[src/rtl/debug_pkg.sv]
// Shared types and helpers for the debug run/halt/step controller.
//   run_state_t  : controller state (RUN, HALT, STEP)
//   halt_cause_t : 3-bit halt cause reported on o_halt_cause
//   run_mode_t   : 2-bit halt-condition select
//   seg7_encode  : hex nibble to active-low seven-segment pattern (gfedcba)
package debug_pkg;

  typedef enum logic [1:0] {
    RUN  = 2'd0,
    HALT = 2'd1,
    STEP = 2'd2
  } run_state_t;

  typedef enum logic [2:0] {
    CAUSE_NONE  = 3'd0,
    CAUSE_WB    = 3'd1,
    CAUSE_BKPT  = 3'd2,
    CAUSE_REG   = 3'd3,
    CAUSE_FORCE = 3'd4,
    CAUSE_STEP  = 3'd5
  } halt_cause_t;

  typedef enum logic [1:0] {
    MODE_FREE         = 2'd0,
    MODE_HALT_ON_WB   = 2'd1,
    MODE_HALT_ON_BKPT = 2'd2,
    MODE_HALT_ON_REG  = 2'd3
  } run_mode_t;

  // Segment order is {g,f,e,d,c,b,a}; a 0 lights the segment.
  function automatic logic [6:0] seg7_encode(input logic [3:0] nib);
    logic [6:0] seg;
    case (nib)
      4'h0: seg = 7'h40;
      4'h1: seg = 7'h79;
      4'h2: seg = 7'h24;
      4'h3: seg = 7'h30;
      4'h4: seg = 7'h19;
      4'h5: seg = 7'h12;
      4'h6: seg = 7'h02;
      4'h7: seg = 7'h78;
      4'h8: seg = 7'h00;
      4'h9: seg = 7'h10;
      4'hA: seg = 7'h08;
      4'hB: seg = 7'h03;
      4'hC: seg = 7'h46;
      4'hD: seg = 7'h21;
      4'hE: seg = 7'h06;
      default: seg = 7'h0E;
    endcase
    return seg;
  endfunction

endpackage

[src/rtl/bkpt_match.sv]
// PC breakpoint slot file with a single write port and a parallel compare.
//   clk, rst    : clock, synchronous active-high reset (invalidates all slots)
//   bp_wr_en    : write strobe for slot bp_idx (address bp_addr, enable bp_valid)
//   pc          : PC to compare against every valid slot
//   hit         : combinational; some valid registered slot equals pc
// A write only lands at the clock edge, so it never affects the compare of
// the cycle in which it is issued.
module bkpt_match #(
  parameter int NUM_BKPT   = 4,
  parameter int ADDR_WIDTH = 32,
  parameter int IDX_WIDTH  = 2
) (
  input  logic                  clk,
  input  logic                  rst,
  input  logic                  bp_wr_en,
  input  logic [IDX_WIDTH-1:0]  bp_idx,
  input  logic [ADDR_WIDTH-1:0] bp_addr,
  input  logic                  bp_valid,
  input  logic [ADDR_WIDTH-1:0] pc,
  output logic                  hit
);

  logic [ADDR_WIDTH-1:0] slot_addr [NUM_BKPT];
  logic [NUM_BKPT-1:0]   slot_valid;

  // NOTE: only the valid bits are reset; an invalid slot's address is never
  // looked at, so the address array stays reset-free and maps onto plain flops/RAM.
  always_ff @(posedge clk) begin
    if (rst) begin
      slot_valid <= '0;
    end else if (bp_wr_en) begin
      for (int i = 0; i < NUM_BKPT; i++) begin
        if (bp_idx == IDX_WIDTH'(i)) slot_valid[i] <= bp_valid;
      end
    end
  end

  always_ff @(posedge clk) begin
    if (bp_wr_en) begin
      for (int i = 0; i < NUM_BKPT; i++) begin
        if (bp_idx == IDX_WIDTH'(i)) slot_addr[i] <= bp_addr;
      end
    end
  end

  always_comb begin
    hit = 1'b0;
    for (int i = 0; i < NUM_BKPT; i++) begin
      if (slot_valid[i] && (slot_addr[i] == pc)) hit = 1'b1;
    end
  end

endmodule

[src/rtl/debug_run_ctrl.sv]
// Run/halt/single-step controller for FPGA bring-up. Drives a clock enable
// for the core (the clock itself is never gated), halts on a selectable
// writeback condition, captures the last retired writeback and shows a
// selectable value on NUM_DIGITS active-low seven-segment digits.
//   clk, rst            : clock, synchronous active-high reset
//   i_mode              : 0 FREE, 1 HALT_ON_WB, 2 HALT_ON_BKPT, 3 HALT_ON_REG
//   i_wb_*              : retire event, PC, destination register, data
//   i_watch_reg         : register watched in HALT_ON_REG
//   i_bp_*              : breakpoint slot write port
//   i_resume, i_step    : single-cycle pulses
//   i_force_halt        : level halt request (acts only in RUN)
//   i_disp_sel          : 0 data, 1 PC, 2 rdest, 3 retire count
//   o_clk_en, o_halted, o_halt_cause, o_retire_cnt, o_hex : status / display
module debug_run_ctrl
  import debug_pkg::*;
#(
  parameter int DATA_WIDTH     = 32,
  parameter int ADDR_WIDTH     = 32,
  parameter int REG_ADDR_WIDTH = 5,
  parameter int NUM_BKPT       = 4,
  parameter int NUM_DIGITS     = 8,
  parameter bit START_HALTED   = 1'b0,
  localparam int BP_IDX_WIDTH  = (NUM_BKPT > 1) ? $clog2(NUM_BKPT) : 1
) (
  input  logic                      clk,
  input  logic                      rst,
  input  logic [1:0]                i_mode,
  input  logic                      i_wb_en,
  input  logic [ADDR_WIDTH-1:0]     i_wb_pc,
  input  logic [REG_ADDR_WIDTH-1:0] i_wb_rdest,
  input  logic [DATA_WIDTH-1:0]     i_wb_data,
  input  logic [REG_ADDR_WIDTH-1:0] i_watch_reg,
  input  logic                      i_bp_wr_en,
  input  logic [BP_IDX_WIDTH-1:0]   i_bp_idx,
  input  logic [ADDR_WIDTH-1:0]     i_bp_addr,
  input  logic                      i_bp_valid,
  input  logic                      i_resume,
  input  logic                      i_step,
  input  logic                      i_force_halt,
  input  logic [1:0]                i_disp_sel,
  output logic                      o_clk_en,
  output logic                      o_halted,
  output logic [2:0]                o_halt_cause,
  output logic [31:0]               o_retire_cnt,
  output logic [7*NUM_DIGITS-1:0]   o_hex
);

  localparam int DISP_WIDTH = 4 * NUM_DIGITS;

  run_state_t  state_q, state_d;
  halt_cause_t cause_q, cause_d;
  halt_cause_t trig_cause;
  run_mode_t   mode;
  logic        valid_ev;
  logic        bp_hit;

  logic [DATA_WIDTH-1:0]     data_q;
  logic [ADDR_WIDTH-1:0]     pc_q;
  logic [REG_ADDR_WIDTH-1:0] rdest_q;
  logic [31:0]               retire_cnt_q;
  logic [DISP_WIDTH-1:0]     disp_src;

  assign mode     = run_mode_t'(i_mode);
  assign o_clk_en = (state_q != HALT);
  assign o_halted = (state_q == HALT);
  // Events arriving while the core is stalled did not really retire.
  assign valid_ev = i_wb_en && o_clk_en;

  bkpt_match #(
    .NUM_BKPT   (NUM_BKPT),
    .ADDR_WIDTH (ADDR_WIDTH),
    .IDX_WIDTH  (BP_IDX_WIDTH)
  ) u_bkpt_match (
    .clk      (clk),
    .rst      (rst),
    .bp_wr_en (i_bp_wr_en),
    .bp_idx   (i_bp_idx),
    .bp_addr  (i_bp_addr),
    .bp_valid (i_bp_valid),
    .pc       (i_wb_pc),
    .hit      (bp_hit)
  );

  // NOTE: every variable driven here gets a default first, so no path
  // through the case leaves it unassigned and no latch is inferred.
  always_comb begin
    trig_cause = CAUSE_NONE;
    if (valid_ev) begin
      case (mode)
        MODE_HALT_ON_WB:   trig_cause = CAUSE_WB;
        MODE_HALT_ON_BKPT: if (bp_hit) trig_cause = CAUSE_BKPT;
        MODE_HALT_ON_REG:  if (i_wb_rdest == i_watch_reg) trig_cause = CAUSE_REG;
        default:           trig_cause = CAUSE_NONE;
      endcase
    end
  end

  always_comb begin
    state_d = state_q;
    cause_d = cause_q;
    case (state_q)
      RUN: begin
        // A trigger outranks a simultaneous force request.
        if (trig_cause != CAUSE_NONE) begin
          state_d = HALT;
          cause_d = trig_cause;
        end else if (i_force_halt) begin
          state_d = HALT;
          cause_d = CAUSE_FORCE;
        end
      end
      HALT: begin
        // Step wins over resume when both pulse together.
        if (i_step) begin
          state_d = STEP;
        end else if (i_resume) begin
          state_d = RUN;
          cause_d = CAUSE_NONE;
        end
      end
      STEP: begin
        state_d = HALT;
        cause_d = (trig_cause != CAUSE_NONE) ? trig_cause : CAUSE_STEP;
      end
      default: begin
        state_d = HALT;
        cause_d = CAUSE_FORCE;
      end
    endcase
  end

  // NOTE: state registers use non-blocking assignments so every flop
  // samples the pre-edge values regardless of statement order.
  always_ff @(posedge clk) begin
    if (rst) begin
      state_q <= START_HALTED ? HALT : RUN;
      cause_q <= START_HALTED ? CAUSE_FORCE : CAUSE_NONE;
    end else begin
      state_q <= state_d;
      cause_q <= cause_d;
    end
  end

  always_ff @(posedge clk) begin
    if (rst) begin
      data_q       <= '0;
      pc_q         <= '0;
      rdest_q      <= '0;
      retire_cnt_q <= '0;
    end else if (valid_ev) begin
      data_q       <= i_wb_data;
      pc_q         <= i_wb_pc;
      rdest_q      <= i_wb_rdest;
      retire_cnt_q <= retire_cnt_q + 32'd1;
    end
  end

  assign o_halt_cause = cause_q;
  assign o_retire_cnt = retire_cnt_q;

  always_comb begin
    case (i_disp_sel)
      2'd0:    disp_src = DISP_WIDTH'(data_q);
      2'd1:    disp_src = DISP_WIDTH'(pc_q);
      2'd2:    disp_src = DISP_WIDTH'(rdest_q);
      default: disp_src = DISP_WIDTH'(retire_cnt_q);
    endcase
  end

  for (genvar k = 0; k < NUM_DIGITS; k++) begin : g_digit
    assign o_hex[7*k +: 7] = seg7_encode(disp_src[4*k +: 4]);
  end

endmodule

[config.mk]
export PLATFORM = sky130hd
export DESIGN_NAME = debug_run_ctrl
export DESIGN_NICKNAME = d
export VERILOG_FILES = /design/src/rtl/debug_pkg.sv /design/src/rtl/bkpt_match.sv /design/src/rtl/debug_run_ctrl.sv
export SDC_FILE = /design/constraint.sdc
export NUM_CORES = 1
export LEC_CHECK = 0
export CORE_UTILIZATION = 40
export DETAILED_ROUTE_END_ITERATION = 10
export SKIP_LAST_GASP = 1
export SLEW_MARGIN = 20
export SYNTH_ARGS = -nofsm -noshare
export SYNTH_HDL_FRONTEND = slang
export SYNTH_HIERARCHICAL = 1
export SYNTH_SLANG_ARGS = --single-unit
[constraint.sdc]
create_clock -name clk -period 5.43 [get_ports clk]
set_input_delay 1.086 -clock clk [delete_from_list [all_inputs] [get_ports clk]]
set_output_delay 1.086 -clock clk [all_outputs]
set_load 0.005 [all_outputs]
# Word level (Yosys, flattened, before mapping)
# Memory sizes are Yosys's and may differ from the RTL's.
# Index checks and enable logic that the tools add are counted.
# op_classes
addsub	1
n_eq_ne	20
muxes	41
n_reduce_logical	18
# ops
op	n
$eq A32 B32 Y1	4
$mux W32	3
$pmux W32 S3	1
$reduce_or A32 Y1	3
$add A32 B1 Y32 const B	1
$mux W2	10
$mux W1	19
$mux W3	5
$eq A2 B2 Y1 const B	6
$reduce_and A2 Y1	5
$pmux W3 S3	1
$eq A2 B1 Y1 const B	4
$logic_not A2 Y1	3
$ne A3 B3 Y1 const B	2
$pmux W2 S3	1
$eq A5 B5 Y1	1
$logic_and A1 B1 Y1	5
$ne A2 B2 Y1 const B	2
$pmux W2 S2	1
$reduce_and A3 Y1	1
$reduce_bool A3 Y1	1
$ne A2 B1 Y1 const B	1
# word_totals
register_bits	110
ramBits	128
romBits	896
input_bits	120
out_inout_bits	93
word_cells	99
memories	9
# memory_table
name	words	word_bits	read_ports	rd_clocked_by_memory_dff	wr	line_no	text
u_bkpt_match.slot_addr	4	32	4	0	1	bkpt_match.sv:23	logic [ADDR_WIDTH-1:0] slot_addr [NUM_BKPT];
(no name shown)	16	7	1	0	0	debug_pkg.sv:33	case (nib)
(no name shown)	16	7	1	0	0	debug_pkg.sv:33	
(no name shown)	16	7	1	0	0	debug_pkg.sv:33	
(no name shown)	16	7	1	0	0	debug_pkg.sv:33	
(no name shown)	16	7	1	0	0	debug_pkg.sv:33	
3 more memories	--	--	--	--	--	--	

# Depth between registers and ports, before layout
# Gate-level depths: netlist of the first run.
# An unclocked memory read counts as a cell.
# logic_depth
ltp_word	13
depth_mapped	12
ltp_nobuf	10

# Cells and area by module
# Netlist of the first run, hierarchy kept.
# modules_own_cells
mod	instances	cells_each	area_each_um2	seq_area_each_um2
debug_run_ctrl	1	835	7081.8	2122.0
bkpt_match	1	323	5417.7	3923.8

# Worst setup path after synthesis of the first run
# No wires, ideal clock.
# synth_path
path_kind	input-to-reg
start	input i_bp_idx[1]
end	register u_bkpt_match.slot_valid[0]
setup_ns	0.117
arrival_time_ns	3.983
required_ns	5.313
path_slack_ns	1.330
path_stages	3
n_path_buf	0
path_cell_list	nor3b_1 > mux2i_1 > nor2_1
# synth_between
elab_chain_len	2
# synth_rtl
item	line_no	text
start, declared	debug_run_ctrl.sv:34	input logic [BP_IDX_WIDTH-1:0] i_bp_idx,
$logic_not A2 Y1	bkpt_match.sv:33	if (bp_idx == IDX_WIDTH'(i)) slot_valid[i] <= bp_valid;
$reduce_and A2 Y1 (no source line)	--	
end signal, assigned by index	bkpt_match.sv:33	
end, declared	bkpt_match.sv:24	logic [NUM_BKPT-1:0] slot_valid;
# No other way between the ends.
# A chain may end at the register's enable or synchronous reset.

# Worst setup path after layout of the first run
# layout_path
start	input i_disp_sel[0]
end	output o_hex[24]
# layout_between
elab_chain_len	3
elab_cells_between_ends	5
classes_between	eq/ne: 2; mux: 1; reduce/logical: 1; memory: 1
# layout_rtl
item	line_no	text
start, declared	debug_run_ctrl.sv:40	input logic [1:0] i_disp_sel,
$eq A2 B2 Y1, or another cell as far along	debug_run_ctrl.sv:162	case (i_disp_sel)
$pmux W32 S3 (*)	debug_run_ctrl.sv:162	
$mem_v2 Z16 W7 (*)	--	
end, declared	debug_run_ctrl.sv:45	output logic [7*NUM_DIGITS-1:0] o_hex
# Every way passes the cells marked *; elsewhere a longest branch is shown, timed or not.

==> out/summary.txt, run 1 <==
Most frequent cell after synthesis: nand2_1
Max Slew Vio Count: 0
Hold WC Path Type: reg -> reg
Antenna Nets Post-Route: 0
IO Pins: 213
Max cap viols: 0
ANT cells: 0
Pre-Repair DR Iteration Count: 4
Detail Placement HPWL: 24400 um
Vias per cell: 5.20
Nets@finish: 1526
CTS Buffer Depth: 3
Crit path max fanout: 34
CP Class: in -> out
Async SR Flop Fraction: 0
Post-synth top area cell: edfxtp_1
Tot GR Track Use: 0.205
Number of post-CTS setup repair buffers: 0
Most used DFF post-synth: edfxtp_1
Vias in the first global route: 8599
Fin. Hold Viols: 0
Synth cell count leaders: 178 x nand2_1, 131 x xor2_1, 128 x edfxtp_1
Register area share after synthesis: 0.484
Yosys cell types: 51
Post-Syn Nets: 1327
TNS Setup: 0 ns
Worst reg2reg path startpoint: u_bkpt_match/slot_addr[0][15]
Synth Instances: 1158
Cells taking the most area after synthesis: edfxtp_1 31%, dfxtp_1 18%, xor2_1 9.2%
Yosys warns: 6
Crit path to: o_hex[24]
TritonCTS Buffers: 25
Worst reg2reg endpoint: o_halt_cause[0]
Clock root cell: clkbuf_16
H-tree levels: 1
Detailed-route wire length per cell: 18.5 um
Fmax: 207 MHz
Fin crit period: 4.83 ns
Share of layout cells above drive strength 1: 0.0756
Synth top area share: 0.308
Power after layout: 4.17 mW
Crit end category: output port
Count of input and output buffers: 212
Die area: 0.0320 mm2
Post-Syn Area: 0.0125 mm2
Pwr dens: 267 mW/mm2
Total wire length: 32800 um
FP Rows: 64
Max-Slew Margin vs Limit: 0.354
Initial antenna violation count: 0
Status: finished, final reports clean
Initial DRC Count: 651
Syn Area/Cell: 10.8 um2
CTS tree: built
Worst Reg-to-Reg Cells: 10
Worst Path Required: 4.34 ns
GPL Wtd Cong: 0.873
WHS: 0.452 ns
Crit path launch: i_disp_sel[0]
Final setup violation count: 0
CTS Hold Bufs: 0
Starting Density: 0.408
Leak Pwr: 5.45 nW
Util after Layout: 0.510
FF-to-FF setup slack: 2.75 ns
Grt total ovfl: 0
Final setup skew: 0.00863 ns
Unrepaired setup endpoints after global routing: false
Worst-Margin Slew: 0.969 ns
CP startpoint kind: input pin
Clock Latency Late Sink: 0.52 ns
Residual DRC: 0
Area grow syn2layout: 25.2%
CP arrival: 3.74 ns
DIE HEIGHT: 179 um
Fin crit share: 0.889
Clk sink count: 238
Worst IR Drop VDD: 0.243 mV
Post_cts resized: 0
Core box area: 0.0307 mm2
Worst-path clk slew: 0.06 ns
Number of synthesized flops with an enable pin: 128
Largest net degree at the start of global routing: 65
Total number of vias: 9221
First-pass GRT wire length: 50000 um
Synth Register Bits: 238
Chip width: 179 um
power breakdown:
| part | internal (mW) | switching (mW) |
|---|---|---|
| clock | 0.843 | 0.682 |
| sequential | 1.99 | 0.0427 |
| combinational | 0.290 | 0.327 |
cells in the final DEF (no fill, tap or decap), types with 6 or more instances in the layout:
master,instances
nor3_1,16
inv_1,42
o22ai_1,30
ha_1,49
o21ai_0,10
a32o_1,8
nand4_1,8
edfxtp_1,128
or3_1,7
a21bo_1,7
xor2_1,131
clkbuf_16,25
nor4_1,31
nand3_1,25
nor3_2,7
xnor2_1,29
nand2b_1,10
buf_4,9
nor2_1,45
o2bb2ai_2,9
clkinv_1,8
clkdlybuf4s50_1,209
o211ai_1,8
dfxtp_1,110
mux4_2,13
or2_1,8
nand2_1,177
o21ai_2,6
a21oi_1,87
mux2i_1,58
per-layer routing:
layer  track usage  routed length [um]
met4        0.0371                 388
met5             0                   0
met3        0.0271                1730
met1         0.301               15600
met2         0.322               15100
cell type report:
type / count / area (um2)
Timing Repair Buffer: 221 / 2190
Tap cell: 396 / 495
Sequential cell: 238 / 6050
Fill cell: 2770 / 15000
Inverter: 42 / 158
Clock inverter: 17 / 83.8
Multi-Input combinational cell: 829 / 6030
Clock buffer: 29 / 641
through the flow:
step                setup slack (ns)  std cells  cell area, um2
floorplan                       1.33       1158           12500
global placement               0.679       1726           14900
detailed placement             0.605       1726           14900
CTS                            0.586       1772           15600
global route                   0.351       1772           15600
finish                         0.603       1772           15600
kinds of logic (layout without fill, tap and decap cells):
family,after synthesis,in the layout,synth area share
flops,238,238,0.484
xor+xnor,160,160,0.112
mux,73,73,0.0717
fa+ha+maj,49,49,0.0490
buf+inv,91,309,0.0345
compound gates,180,180,0.102
simple gates,367,367,0.147
worst max-delay path, cell delays in order:
cell and delay [ns]:
buf_2 0.11, and2_2 0.72, nand2_1 0.10, o21ai_0 0.29, inv_1 0.19, ha_1 0.30, mux4_2 0.46, clkdlybuf4s50_1 0.45
sequential cells by signal, summed over array words and instances, names as in the netlist:
register                 flops
rdest_q                      5
data_q                      32
o_halt_cause                 3
o_retire_cnt                32
pc_q                        32
u_bkpt_match/slot_addr     128
state_q                      2
u_bkpt_match/slot_valid      4
how the worst min path moves through the flow:
stage                          start    endpoint  slack (ns)  cells after the start
after floorplan           rdest_q[0]  rdest_q[0]        0.43                      2
after global placement    data_q[23]  data_q[23]        0.44                      2
after detailed placement  data_q[18]  data_q[18]        0.45                      2
after CTS                 data_q[10]  data_q[10]        0.45                      2
after global routing      data_q[18]  data_q[18]        0.47                      2
final                     data_q[25]  data_q[25]        0.45                      2
No activity file was read; power rests on OpenSTA's default activity.
==> run 2, diff against run 1 <==
Settings changed: GPL_ROUTABILITY_DRIVEN set to 0.
==> results of run 2 <==
No change in the layout: final DEF, timing and power equal those of run 1.
==> run 3, diff against run 2 <==
Settings changed: CORE_UTILIZATION 40 to 47, PLACE_DENSITY set to 0.72.
==> run 3 against run 2 <==
Flip-flop and latch count stayed put. Combinational power hardly changed. Largest cell class unchanged. Via count is 1.6% higher. Design area hardly changed. Utilization is 9.0 points higher. Non-clock buffer count is 2 higher. Sequential power hardly changed. Critical endpoint is now o_hex[38]. Fmax is 0.82% lower. Count of clock-buffer cells in the layout is 3 higher.
==> out/summary.txt, run 3 (synthesis results as in run 1) <==
Core box area: 0.0261 mm2 (was 0.0307 mm2)
Status: finished, final reports clean (unchanged)
Clk sink count: 238 (unchanged)
Max-Slew Margin vs Limit: 0.401 (was 0.354)
Post_cts resized: 0 (unchanged)
Vias per cell: 5.47 (was 5.20)
Max Slew Vio Count: 0 (unchanged)
Pre-Repair DR Iteration Count: 5 (was 4)
Count of input and output buffers: 212 (unchanged)
Grt total ovfl: 0 (unchanged)
Worst IR Drop VDD: 0.265 mV (was 0.243 mV)
Util after Layout: 0.600 (was 0.510)
Vias in the first global route: 8798 (was 8599)
Worst-path clk slew: 0.06 ns (about the same)
Detail Placement HPWL: 23400 um (was 24400 um)
Commonest non-fill, non-tap cell in the layout: clkdlybuf4s50_1 (unchanged)
CP arrival: 3.78 ns (was 3.74 ns)
Antenna Nets Post-Route: 0 (unchanged)
Pwr dens: 273 mW/mm2 (was 267 mW/mm2)
Clock root cell: clkbuf_16 (unchanged)
Detailed-route wire length per cell: 18.6 um (was 18.5 um)
Final setup skew: 0.0106 ns (was 0.00863 ns)
Die area: 0.0273 mm2 (was 0.0320 mm2)
TNS Setup: 0 ns (unchanged)
Residual DRC: 0 (unchanged)
Chip width: 165 um (was 179 um)
Fin crit share: 0.896 (was 0.889)
Number of post-CTS setup repair buffers: 0 (unchanged)
CP startpoint kind: input pin (unchanged)
FP Rows: 59 (was 64)
Top reg by flops: u_bkpt_match/slot_addr (unchanged)
CP Class: in -> out (unchanged)
Largest net degree at the start of global routing: 71 (was 65)
Share of layout cells above drive strength 1: 0.0799 (was 0.0756)
Hold WC Path Type: reg -> reg (unchanged)
Clock Latency Late Sink: 0.51 ns (was 0.52 ns)
Starting Density: 0.480 (was 0.408)
Fmax: 205 MHz (was 207 MHz)
CTS Buffer Depth: 3 (unchanged)
Crit end category: output port (unchanged)
Fin. Hold Viols: 0 (unchanged)
Tot GR Track Use: 0.231 (was 0.205)
Final setup violation count: 0 (unchanged)
Layout Cells excl Fill: 1712 (was 1772)
First-pass GRT wire length: 48500 um (was 50000 um)
Unrepaired setup endpoints after global routing: false (unchanged)
Initial antenna violation count: 0 (unchanged)
Most frequent cells in the layout: 209 x clkdlybuf4s50_1, 177 x nand2_1, 131 x xor2_1 (unchanged)
Fin crit period: 4.87 ns (was 4.83 ns)
Dpl cells: 1667 (was 1726)
Initial DRC Count: 761 (was 651)
Total number of vias: 9370 (was 9221)
IO Pins: 213 (unchanged)
Worst Path Required: 4.34 ns (about the same)
WHS: 0.453 ns (was 0.452 ns)
Leak Pwr: 5.49 nW (was 5.45 nW)
CTS tree: built (unchanged)
Number of flip-flops in the largest register: 128 (unchanged)
Crit path max fanout: 29 (was 34)
Area grow syn2layout: 25.1% (was 25.2%)
Nets@finish: 1528 (was 1526)
CTS Hold Bufs: 0 (unchanged)
DIE HEIGHT: 165 um (was 179 um)
TritonCTS Buffers: 25 (unchanged)
ANT cells: 0 (unchanged)
Max cap viols: 0 (unchanged)
Total wire length: 31800 um (was 32800 um)
Worst-Margin Slew: 0.899 ns (was 0.969 ns)
H-tree levels: 1 (unchanged)
==> run 3: path summary, 6_finish.rpt <==
check | from | endpoint | slack, ns | depth (start not counted)
min | data_q[25] | data_q[25] | 0.45 | 2
min reg2reg | data_q[25] | data_q[25] | 0.45 | 2
max | i_disp_sel[0] | o_hex[38] | 0.56 | 8
max reg2reg | u_bkpt_match/slot_addr[2][22] | o_halt_cause[1] | 2.76 | 10
==> run 3: worst max-delay path, stage by stage <==
cell and delay, ns:
buf_2 0.20, and2_2 0.65, nand2_1 0.10, o21ai_0 0.29
inv_1 0.21, ha_1 0.30, mux4_2 0.46, clkdlybuf4s50_1 0.45
==> run 3: layout make-up <==
cell class | instances | area, um2
inverters | 42 | 158
multi-input cells | 829 | 6040
flip-flops and latches | 238 | 6050
clock inverters | 13 | 115
clock buffers | 32 | 662
fillers | 2125 | 10400
repair buffers | 223 | 2200
well taps | 335 | 419
==> run 3: routing by layer <==
metal | vias to the layer above | global-route usage | routed length [um]
met5 | - | 0 | 0
met3 | 41 | 0.0262 | 2170
li1 | 4511 | - | -
met1 | 4511 | 0.330 | 14000
met2 | 307 | 0.371 | 14900
met4 | 0 | 0.0609 | 697
==> run 3: through the flow <==
step                      instance area (um2)  setup WS, ns  power (mW)
after floorplan                         12500          1.33        2.38
after global placement                  14900         0.656        2.67
after detailed placement                14900         0.559        2.68
after CTS                               15600         0.560        4.30
after global routing                    15600         0.341        4.44
final                                   15600         0.563        4.27
==> run 3: report_power, final <==
group | total, mW | internal [mW] | switching, mW
Combinational | 0.617 | 0.292 | 0.326
Clock | 1.62 | 0.954 | 0.671
Sequential | 2.03 | 1.99 | 0.0439
Total | 4.27 | 3.23 | 1.04
